===== src/rtl/dac_spi_pkg.sv =====
// Shared types and constants for the MCP4921-class SPI DAC serializer.
// Holds the FSM state encoding, the frame width, the default configuration
// nibble, the bit positions inside the DAC command word and a helper that
// assembles a command word from a sample.
package dac_spi_pkg;

    localparam int FRAME_W    = 16;
    localparam int DAC_DATA_W = 12;

    // Command nibble: A/B=0 (channel A), BUF=1, GA=1 (1x gain), SHDN=1 (active)
    localparam logic [3:0] CFG_BITS_DEFAULT = 4'b0111;

    localparam int BIT_AB   = 15;
    localparam int BIT_BUF  = 14;
    localparam int BIT_GA   = 13;
    localparam int BIT_SHDN = 12;

    typedef enum logic [2:0] {
        IDLE  = 3'd0,
        SETUP = 3'd1,
        SHIFT = 3'd2,
        HOLD  = 3'd3,
        LDAC  = 3'd4
    } state_e;

    // SHDN is active-low in the DAC, so a shutdown request clears that bit.
    function automatic logic [FRAME_W-1:0] build_frame(
        input logic [3:0]            cfg,
        input logic                  shdn_req,
        input logic [DAC_DATA_W-1:0] data
    );
        build_frame = {cfg[3:1], cfg[0] & ~shdn_req, data};
    endfunction

endpackage


===== src/rtl/dac_spi_serializer_if.sv =====
// Pin-level bundle between the serializer and the external DAC.
//   spi_sclk   : SPI clock, idle low (mode 0)
//   spi_mosi   : SPI data, MSB first
//   spi_cs_n   : chip select, active low
//   dac_ldac_n : DAC output latch strobe, active low
// master = serializer side, slave = DAC / observer side.
interface dac_spi_serializer_if;
    logic spi_sclk;
    logic spi_mosi;
    logic spi_cs_n;
    logic dac_ldac_n;

    modport master (output spi_sclk, spi_mosi, spi_cs_n, dac_ldac_n);
    modport slave  (input  spi_sclk, spi_mosi, spi_cs_n, dac_ldac_n);
endinterface


===== src/rtl/dac_spi_tick.sv =====
// Half-period timer for the SPI serializer.
//   clk, rst_n    : system clock, async active-low reset
//   restart_i     : reload the counter (asserted on the cycle before a state entry)
//   phase_tick_o  : high on the last cycle of each SCLK_DIV-cycle phase
// Down-counter with terminal-count compare; it reloads itself on every tick
// so consecutive SCLK half-periods follow without a gap.
module dac_spi_tick #(
    parameter int SCLK_DIV = 4
) (
    input  logic clk,
    input  logic rst_n,
    input  logic restart_i,
    output logic phase_tick_o
);
    localparam int            CW     = (SCLK_DIV > 1) ? $clog2(SCLK_DIV) : 1;
    localparam logic [CW-1:0] RELOAD = CW'(SCLK_DIV - 1);

    logic [CW-1:0] cnt_q, cnt_d;

    assign phase_tick_o = (cnt_q == '0);

    always_comb begin
        cnt_d = cnt_q - 1'b1;
        if (restart_i || phase_tick_o) cnt_d = RELOAD;
    end

    always_ff @(posedge clk or negedge rst_n) begin
        if (!rst_n) cnt_q <= RELOAD;
        else        cnt_q <= cnt_d;
    end
endmodule


===== src/rtl/dac_spi_serializer.sv =====
// Serializes 12-bit samples into 16-bit MCP4921 frames (SPI mode 0, MSB
// first), then pulses LDAC. One sample can wait while a frame is in flight;
// any sample that overwrites or displaces a waiting one is counted as overrun.
//   clk, rst_n     : system clock, async active-low reset
//   sample_en      : one-cycle sample strobe
//   dac_data       : unsigned sample
//   shutdown       : clears the SHDN bit of the frame latched on this edge
//   spi            : SCLK / MOSI / CS_n / LDAC_n pins (master modport)
//   busy           : registered, high whenever the FSM is not IDLE
//   overrun        : one-cycle pulse per discarded sample
//   frame_count    : completed frames, wrapping
//   overrun_count  : discarded samples, saturating at 255
//
// state | meaning
// IDLE  | waiting for a strobe or a pending sample
// SETUP | CS_n low, SCLK low, MOSI = bit 15, one phase
// SHIFT | 16 bits, each a low phase then a high phase of SCLK
// HOLD  | CS_n still low after the last falling SCLK, one phase
// LDAC  | CS_n high, LDAC_n low, one phase
module dac_spi_serializer
    import dac_spi_pkg::*;
#(
    parameter int         DATA_W   = DAC_DATA_W,
    parameter int         SCLK_DIV = 4,
    parameter logic [3:0] CFG_BITS = CFG_BITS_DEFAULT
) (
    input  logic                  clk,
    input  logic                  rst_n,
    input  logic                  sample_en,
    input  logic [DATA_W-1:0]     dac_data,
    input  logic                  shutdown,
    dac_spi_serializer_if.master  spi,
    output logic                  busy,
    output logic                  overrun,
    output logic [15:0]           frame_count,
    output logic [7:0]            overrun_count
);
    state_e              state_q, state_d;
    logic [FRAME_W-1:0]  sr_q, sr_d;
    logic [3:0]          bit_q, bit_d;
    logic                half_q, half_d;
    logic                pend_q, pend_d;
    logic [DATA_W-1:0]   pend_data_q, pend_data_d;
    logic                ovr_evt;
    logic                phase_tick;
    logic                restart;

    logic sclk_q, sclk_d, mosi_q, mosi_d, cs_n_q, cs_n_d, ldac_n_q, ldac_n_d;
    logic busy_q, busy_d, overrun_q;
    logic [15:0] frame_cnt_q;
    logic [7:0]  ovr_cnt_q;

    assign restart = (state_d != state_q);

    dac_spi_tick #(.SCLK_DIV(SCLK_DIV)) u_tick (
        .clk          (clk),
        .rst_n        (rst_n),
        .restart_i    (restart),
        .phase_tick_o (phase_tick)
    );

    always_ff @(posedge clk or negedge rst_n) begin
        if (!rst_n) state_q <= IDLE;
        else        state_q <= state_d;
    end

    always_comb begin
        state_d = state_q;
        unique case (state_q)
            IDLE:    if (sample_en || pend_q) state_d = SETUP;
            SETUP:   if (phase_tick) state_d = SHIFT;
            SHIFT:   if (phase_tick && half_q && (bit_q == 4'd0)) state_d = HOLD;
            HOLD:    if (phase_tick) state_d = LDAC;
            LDAC:    if (phase_tick) state_d = IDLE;
            default: state_d = IDLE;
        endcase
    end

    // Datapath: frame latch, pending slot and bit/phase tracking.
    always_comb begin
        sr_d        = sr_q;
        bit_d       = bit_q;
        half_d      = half_q;
        pend_d      = pend_q;
        pend_data_d = pend_data_q;
        ovr_evt     = 1'b0;
        if (state_q == IDLE) begin
            if (sample_en) begin
                sr_d    = build_frame(CFG_BITS, shutdown, dac_data);
                ovr_evt = pend_q;
                pend_d  = 1'b0;
            end else if (pend_q) begin
                sr_d   = build_frame(CFG_BITS, shutdown, pend_data_q);
                pend_d = 1'b0;
            end
        end else if (sample_en) begin
            pend_d      = 1'b1;
            pend_data_d = dac_data;
            ovr_evt     = pend_q;
        end
        if ((state_d == SHIFT) && (state_q != SHIFT)) begin
            bit_d  = 4'd15;
            half_d = 1'b0;
        end else if ((state_q == SHIFT) && phase_tick) begin
            half_d = ~half_q;
            // End of the high phase: falling SCLK and next MOSI bit together.
            if (half_q) begin
                sr_d  = {sr_q[FRAME_W-2:0], 1'b0};
                bit_d = bit_q - 4'd1;
            end
        end
    end

    // Pin values are derived from the next state so they register in step with it.
    always_comb begin
        sclk_d   = (state_d == SHIFT) && half_d;
        mosi_d   = ((state_d == SETUP) || (state_d == SHIFT)) ? sr_d[FRAME_W-1] : 1'b0;
        cs_n_d   = !((state_d == SETUP) || (state_d == SHIFT) || (state_d == HOLD));
        ldac_n_d = (state_d != LDAC);
        busy_d   = (state_d != IDLE);
    end

    always_ff @(posedge clk or negedge rst_n) begin
        if (!rst_n) begin
            sr_q        <= '0;
            bit_q       <= '0;
            half_q      <= 1'b0;
            pend_q      <= 1'b0;
            pend_data_q <= '0;
            sclk_q      <= 1'b0;
            mosi_q      <= 1'b0;
            cs_n_q      <= 1'b1;
            ldac_n_q    <= 1'b1;
            busy_q      <= 1'b0;
            overrun_q   <= 1'b0;
            frame_cnt_q <= '0;
            ovr_cnt_q   <= '0;
        end else begin
            sr_q        <= sr_d;
            bit_q       <= bit_d;
            half_q      <= half_d;
            pend_q      <= pend_d;
            pend_data_q <= pend_data_d;
            sclk_q      <= sclk_d;
            mosi_q      <= mosi_d;
            cs_n_q      <= cs_n_d;
            ldac_n_q    <= ldac_n_d;
            busy_q      <= busy_d;
            overrun_q   <= ovr_evt;
            if ((state_q == LDAC) && phase_tick) frame_cnt_q <= frame_cnt_q + 16'd1;
            if (ovr_evt && (ovr_cnt_q != 8'hFF)) ovr_cnt_q <= ovr_cnt_q + 8'd1;
        end
    end

    assign spi.spi_sclk   = sclk_q;
    assign spi.spi_mosi   = mosi_q;
    assign spi.spi_cs_n   = cs_n_q;
    assign spi.dac_ldac_n = ldac_n_q;
    assign busy           = busy_q;
    assign overrun        = overrun_q;
    assign frame_count    = frame_cnt_q;
    assign overrun_count  = ovr_cnt_q;
endmodule


===== src/flat_wrapper.sv =====
// flat-port wrapper written by rule: the top's interface ports become plain ports
module dac_spi_serializer_flat import dac_spi_pkg::*;
#(
    parameter int         DATA_W   = DAC_DATA_W,
    parameter int         SCLK_DIV = 4,
    parameter logic [3:0] CFG_BITS = CFG_BITS_DEFAULT
)
  (clk, rst_n, sample_en, dac_data, shutdown, busy, overrun, frame_count, overrun_count, spi_spi_sclk, spi_spi_mosi, spi_spi_cs_n, spi_dac_ldac_n);
  dac_spi_serializer_if spi_i ();
  input  logic clk;
  input  logic rst_n;
  input  logic sample_en;
  input  logic [DATA_W-1:0] dac_data;
  input  logic shutdown;
  output logic busy;
  output logic overrun;
  output logic [15:0] frame_count;
  output logic [7:0] overrun_count;
  output wire logic [$bits(spi_i.spi_sclk)-1:0] spi_spi_sclk;
  output wire logic [$bits(spi_i.spi_mosi)-1:0] spi_spi_mosi;
  output wire logic [$bits(spi_i.spi_cs_n)-1:0] spi_spi_cs_n;
  output wire logic [$bits(spi_i.dac_ldac_n)-1:0] spi_dac_ldac_n;
  assign spi_spi_sclk = spi_i.spi_sclk;
  assign spi_spi_mosi = spi_i.spi_mosi;
  assign spi_spi_cs_n = spi_i.spi_cs_n;
  assign spi_dac_ldac_n = spi_i.dac_ldac_n;
  dac_spi_serializer #(.DATA_W(DATA_W), .SCLK_DIV(SCLK_DIV), .CFG_BITS(CFG_BITS)) u_core (.clk(clk), .rst_n(rst_n), .sample_en(sample_en), .dac_data(dac_data), .shutdown(shutdown), .spi(spi_i), .busy(busy), .overrun(overrun), .frame_count(frame_count), .overrun_count(overrun_count));
endmodule

===== config.mk =====
export PLATFORM = sky130hd
export DESIGN_NAME = dac_spi_serializer_flat
export DESIGN_NICKNAME = d
export VERILOG_FILES = /design/src/rtl/dac_spi_pkg.sv /design/src/rtl/dac_spi_serializer_if.sv /design/src/rtl/dac_spi_tick.sv /design/src/rtl/dac_spi_serializer.sv /design/src/flat_wrapper.sv
export SDC_FILE = /design/constraint.sdc
export NUM_CORES = 1
export LEC_CHECK = 0
export CAP_MARGIN = 10
export CORE_ASPECT_RATIO = 0.6
export CORE_MARGIN = 2
export CORE_UTILIZATION = 54
export DETAILED_ROUTE_END_ITERATION = 12
export PLACE_DENSITY_LB_ADDON = 0.15
export REMOVE_ABC_BUFFERS = 1
export SETUP_SLACK_MARGIN = 0.02
export SYNTH_ARGS = -nofsm -noshare
export SYNTH_HDL_FRONTEND = slang
export SYNTH_SLANG_ARGS = --single-unit

===== constraint.sdc =====
create_clock -name clk -period 2.5 [get_ports clk]
set_clock_uncertainty 0.1 [all_clocks]
set_input_delay 0.375 -clock clk [delete_from_list [all_inputs] [get_ports clk]]
set_output_delay 0.375 -clock clk [all_outputs]
set_load 0.1 [all_outputs]

After elaboration in Yosys (flattened, before gate mapping)
Cells that the tools add are included.
{ "word_totals": {"output_inout_bits": 30, "ff_bits": 69, "elab_cells": 76} }
{ "op_classes": {"eq_ne": 11, "n_reduce_logical": 21, "n_addsub": 4, "mux": 22, "n_bitwise": 3} }
{ "ops": {"columns": ["op", "n"], "rows": [
  ["2-to-1 mux 16 bit", 6],
  ["adder 16 x 1 -> 16 bit (second input constant)", 1],
  ["2-to-1 mux 3 bit", 5],
  ["one-hot mux 3 bit (5 select lines)", 1],
  ["equality test 3 x 2 -> 1 bit (second input constant)", 4],
  ["2-to-1 mux 4 bit", 3],
  ["adder 8 x 1 -> 8 bit (second input constant)", 1],
  ["!= test 8 bit (second input constant)", 1],
  ["logical AND 1 bit", 7],
  ["equality test 3 x 1 -> 1 bit (second input constant)", 2],
  ["2-to-1 mux 1 bit", 6],
  ["nonzero test 2 bit", 3],
  ["zero test 4 bit", 1],
  ["logical OR 1 bit", 4],
  ["AND reduction 2 bit", 2],
  ["subtractor 4 x 1 -> 4 bit (second input constant)", 1],
  ["equality test 3 bit (second input constant)", 1],
  ["zero test 3 bit", 1],
  ["!= test 3 x 2 -> 1 bit (second input constant)", 1],
  ["!= test 3 bit", 1],
  ["!= test 3 bit (second input constant)", 1],
  ["NOT 1 bit", 3],
  ["nonzero test 3 bit", 1],
  ["zero test 2 bit", 1],
  ["other kinds (3)", 3]
]} }

Longest topological paths before layout
{ "logic_depth": {"ltp_word": 9, "depth_mapped": 9, "ltp_nobuf": 6} }

Cells and area by module
A second synthesis with hierarchy kept.
{ "unflattened": {"hier_cells": 326, "hier_area_um2": 3355.7} }
{ "modules_own_cells": {"columns": ["mod", "area_per_inst_um2", "seq_area_each_um2", "n_inst", "cells_each"], "rows": [
  ["dac_spi_serializer", 3265.6, 1679.1, 1, 319],
  ["dac_spi_tick", 90.1, 52.6, 1, 7]
]} }

Worst setup path before layout
Ideal clock, no wire load.
{ "synth_path": {"kind": "register to register", "start": "register u_core.ovr_cnt_q[3] (netlist: u_core.overrun_count[3])", "end": "register u_core.ovr_cnt_q[1] (netlist: u_core.overrun_count[1])", "stages_incl_launch_ff": 5, "path_buffers": 0, "arrival_ps": 2000, "setup_ps": 126, "path_slack_ps": 275, "required_ps": 2274, "path_cell_list": "dfrtp_1 -> and4_1 -> and3_1 -> a21o_1 -> mux2_2"} }
{ "synth_between": {"elab_chain_len": 2} }
{ "synth_rtl": {"columns": ["item", "line_no", "rtl"], "rows": [
  ["start, declared", "dac_spi_serializer.sv:51", "logic [7:0] ovr_cnt_q;"],
  ["start signal, assigned", "dac_spi_serializer.sv:151", "if (ovr_evt && (ovr_cnt_q != 8'hFF)) ovr_cnt_q <= ovr_cnt_q + 8'd1;"],
  ["!= test 8 bit", "dac_spi_serializer.sv:151", null],
  ["logical AND 1 bit", "dac_spi_serializer.sv:151", null]
]} }
No other way between the ends.
A chain may end at the register's enable or synchronous reset.

Worst setup path after layout
{ "layout_path": {"start": "register u_core.u_tick.cnt_q[0]", "end": "register u_core.sr_q[3]"} }
{ "layout_between": {"elab_chain_len": 8, "word_cells_on_any_way": 13, "cone_classes": "eq/ne (1); mux (7); reduce/logical (5)"} }
{ "layout_rtl": {"columns": ["item", "line_no", "rtl"], "rows": [
  ["start, declared", "dac_spi_tick.sv:18", "logic [CW-1:0] cnt_q, cnt_d;"],
  ["start signal, assigned", "dac_spi_tick.sv:29", "else cnt_q <= cnt_d;"],
  ["zero test 2 bit *", "dac_spi_tick.sv:20", "assign phase_tick_o = (cnt_q == '0);"],
  ["logical AND 1 bit (2 in series)", "dac_spi_serializer.sv:72", "SHIFT: if (phase_tick && half_q && (bit_q == 4'd0)) state_d = HOLD;"],
  ["2-to-1 mux 3 bit", "dac_spi_serializer.sv:72", null],
  ["one-hot mux 3 bit (5 select lines)", "dac_spi_serializer.sv:69", "unique case (state_q)"],
  ["equality test 3 x 2 -> 1 bit", "dac_spi_serializer.sv:101", "if ((state_d == SHIFT) && (state_q != SHIFT)) begin"],
  ["logical AND 1 bit", "dac_spi_serializer.sv:101", null],
  ["2-to-1 mux 16 bit *", "dac_spi_serializer.sv:101", null],
  ["named net u_core.sr_d[3]", "dac_spi_serializer.sv:39", "logic [FRAME_W-1:0] sr_q, sr_d;"],
  ["end signal, assigned", "dac_spi_serializer.sv:139", "sr_q <= sr_d;"],
  ["end, declared", "dac_spi_serializer.sv:39", null]
]} }
Mark *: on every way through the listed nets, which the timed path passes. The rest lies on a longest branch.

==> summary.md <==
| Metric | Value |
|---|---|
| Final Hold Vio Count | 0 |
| Layout area overhead | 21.62% |
| Core Rows | 21 |
| Layout Nets | 374 |
| Most common cell after layout, fill and taps aside | dfrtp_1 |
| First-pass DRT Iterations | 4 |
| Via count | between 2000 and 2500 |
| Core footprint | about 0.0057 sq mm |
| Sequential share of power | 0.434 |
| Met1 GRT Util | 0.3186 |
| Critical Path RT | 2.63 ns |
| Non-filler cells, final | roughly 440 |
| VDD IR max | between 0.4 and 0.5 mV |
| Post-synthesis sequential area ratio | 0.5323 |
| Comb power frac | 0.245 |
| Post-route ant nets | 0 |
| Achievable Freq | between 0.4 and 0.5 GHz |
| Top Ports | between 40 and 50 |
| Netlist cell types | 43 |
| GRT busiest layer | met2 |
| Total setup buffers inserted after CTS | 0 |
| PortBufs | 45 |
| Synth area leaders | dfrtp_1, mux2_2, nand3_1 |
| Clock Latency Late Sink | 0.34 ns |
| Status | finished, final reports clean |
| Wire length per cell | roughly 15 um |
| Pwr Density | between 700 and 800 mW/mm^2 |
| Largest net degree at the start of global routing | 48 |
| Setup crit end kind | flop |
| Tcrit/Tclk final | 0.9078 |
| Dpl cells | between 400 and 500 |
| First-pass GRT wire length | ~12000 um |
| Sw frac | 0.3492 |
| Iter 0 DRT Violations | a little under 70 |
| Clock power share | 0.321 |
| Post-synth EDFFs | 0 |
| Die area | between 0.006 and 0.007 sq mm |
| Met3 GRT Util | 0.07041 |
| Height of the die | ~64 um |
| Max Buffers Root-to-Sink | 2 |
| Vias in the first global route | roughly 2500 |
| Slew @ Worst Pin | between 0.8 and 0.9 ns |
| PostCTS Resize Cnt | 0 |
| Final setup violation count | 0 |
| Mapped Cells | approximately 300 |
| Inserted Diodes | 0 |
| Max_slew headroom | 0.4445 |
| Gpl congestion | 0.7814 |
| TritonCTS Buffers | 9 |
| Async S/R FF share, synth | 1.000 |
| Max Slew Vio Count | 0 |
| Clock transition at path regs | 0.07 ns |
| Initial antenna violation count | 0 |
| Max cap viols | 0 |
| Synthesized area per cell | ~11 sq um |
| DRC errors left | 0 |
| Leading area contributor after synthesis | dfrtp_1 |
| Filler cells | around 470 |
| RSZ-0062 raised after global routing | false |
| P_int | roughly 1900 uW |
| Total length of routed wires | about 6600 um |
| Clock sink count | approximately 70 |
| Leak | between 0.0015 and 0.002 uW |
| Maximum fanout along the worst path | 26 |
| Layout cell share with drive strength beyond 1 | 0.2151 |
| Startpoint types | flop |
| Post-synth top area share | 0.5000 |
| Post-Synthesis Cell Area | 0.003253 sq mm |
| Vias per Instance | 5.546 |
| H-tree levels | 3 |
| Tmin final | between 2 and 2.5 ns |
| Ys Warns | 0 |
| WS Path Type | flop to flop |
| Worst path arrival time | about 2.4 ns |
| Total grt overflow | 0 |
| Most frequent cells in the layout | dfrtp_1, buf_4, nand3_1 |
| Hpwl dp | between 4000 and 5000 um |
| CTS root buffer | clkbuf_8 |
| TNS Setup | 0 ns |
| Initial Utilization | 0.5706 |
| Worst Hold Class | flop to flop |
| FF+latch count, synth | 69 |
| Finished Core Util | 0.6939 |
| Die Wd | roughly 100 um |
| Post-CTS Hold Buffers | 1 |
| CTS tree | yes |
| Gr usage total | 0.2255 |
| Met2 usage | 0.3355 |
| Psw | 1027 uW |
| Top_reg_cell synth | dfrtp_1 |
per-layer routing:
metal,vias to the layer above,wire length (um)
met2,60,2900
li1,1187,-
met3,10,360
met5,-,0
met1,1172,3255
met4,0,76
registers in the layout (all words and copies together) (netlist names), 2 cells and up:
signal	count
u_core.bit_q	4
u_core.frame_count	16
u_core.overrun_count	8
u_core.pend_data_q	12
u_core.sr_q	16
u_core.state_q	3
u_core.u_tick.cnt_q	2
area by class of cell:
cell class / instances / area, sq um / area share
repair buffers: 54 / 465.4 / 0.1176
clock buffers: 13 / 168.9 / 0.04269
flip-flops and latches: 69 / 1732 / 0.4377
multi-input cells: 209 / 1410 / 0.3564
inverters: 10 / 37.54 / 0.009488
clock inverters: 3 / 42.54 / 0.01075
well taps: 80 / 100.1 / 0.02530
synthesized netlist by cell type (3+ instances only):
cell type and n:
a41oi_1 3, nand2b_1 10, dfrtp_1 65, clkbuf_1 7, o22ai_1 7, o21ai_0 9
nor3_1 5, and2_1 3, nand4_1 6, nor2_1 7, ha_1 5, buf_2 6
a21oi_1 17, xor2_1 5, and3_1 6, nor3b_1 3, dfstp_2 4, o22a_1 10
nand3_1 30, and4_1 3, or3_1 3, nand2_1 26, mux2_2 14, xnor2_1 16
inv_1 10
power groups by stage:
stage	logic (uW)	registers, uW	clock network [uW]
floorplan	124	1690	0
global placement	716	1290	0
detailed placement	724	1300	0
CTS	725	1280	968
global route	756	1290	1030
finish	719	1280	945
logic make-up after synthesis:
kind of cell,count (synthesis),synth area share
AO/OA/AOI/OAI,52,0.1012
XOR/XNOR,21,0.05654
adder cells (fa/ha/maj),5,0.01923
buffers and inverters,25,0.03577
flip-flops,69,0.5323
multiplexers,14,0.04846
AND/OR/NAND/NOR,117,0.2065
stage by stage:
stage          total power [uW]  cell area [sq um]  worst slack (ns)  hold slack, ns
3_3_place_gp               2010               3735            0.3250          0.2846
6_report                   2943               3956            0.2306          0.3461
2_1_floorplan              1817               3174          -0.07671        -0.02059
4_1_cts                    2971               3956            0.2319          0.3487
3_5_place_dp               2023               3735            0.2223          0.2847
5_1_grt                    3075               3956           0.05167          0.3692
path summary, 6_finish.rpt:
path | from | end | slack, ns | cells past startpoint
setup / recovery | u_core.u_tick.cnt_q[0] | u_core.sr_q[3] | 0.23 | 6
hold reg to reg | u_core.u_tick.cnt_q[0] | u_core.u_tick.cnt_q[0] | 0.35 | 1
max in group asynchronous | rst_n | u_core.spi.spi_cs_n | 1.20 | 3
hold / removal | u_core.u_tick.cnt_q[0] | u_core.u_tick.cnt_q[0] | 0.35 | 1
min in group asynchronous | rst_n | u_core.frame_count[2] | 0.44 | 2
setup reg to reg | u_core.u_tick.cnt_q[0] | u_core.sr_q[3] | 0.23 | 6
worst max-delay path, stage by stage, from the launching register on:
cell and delay, ns:
dfstp_2 0.53, inv_1 0.04, ha_1 0.26, or3b_1 0.20, or2_1 0.65, nand3_1 0.17, o22a_1 0.21
Note: power is estimated with default switching activity, not from simulation.
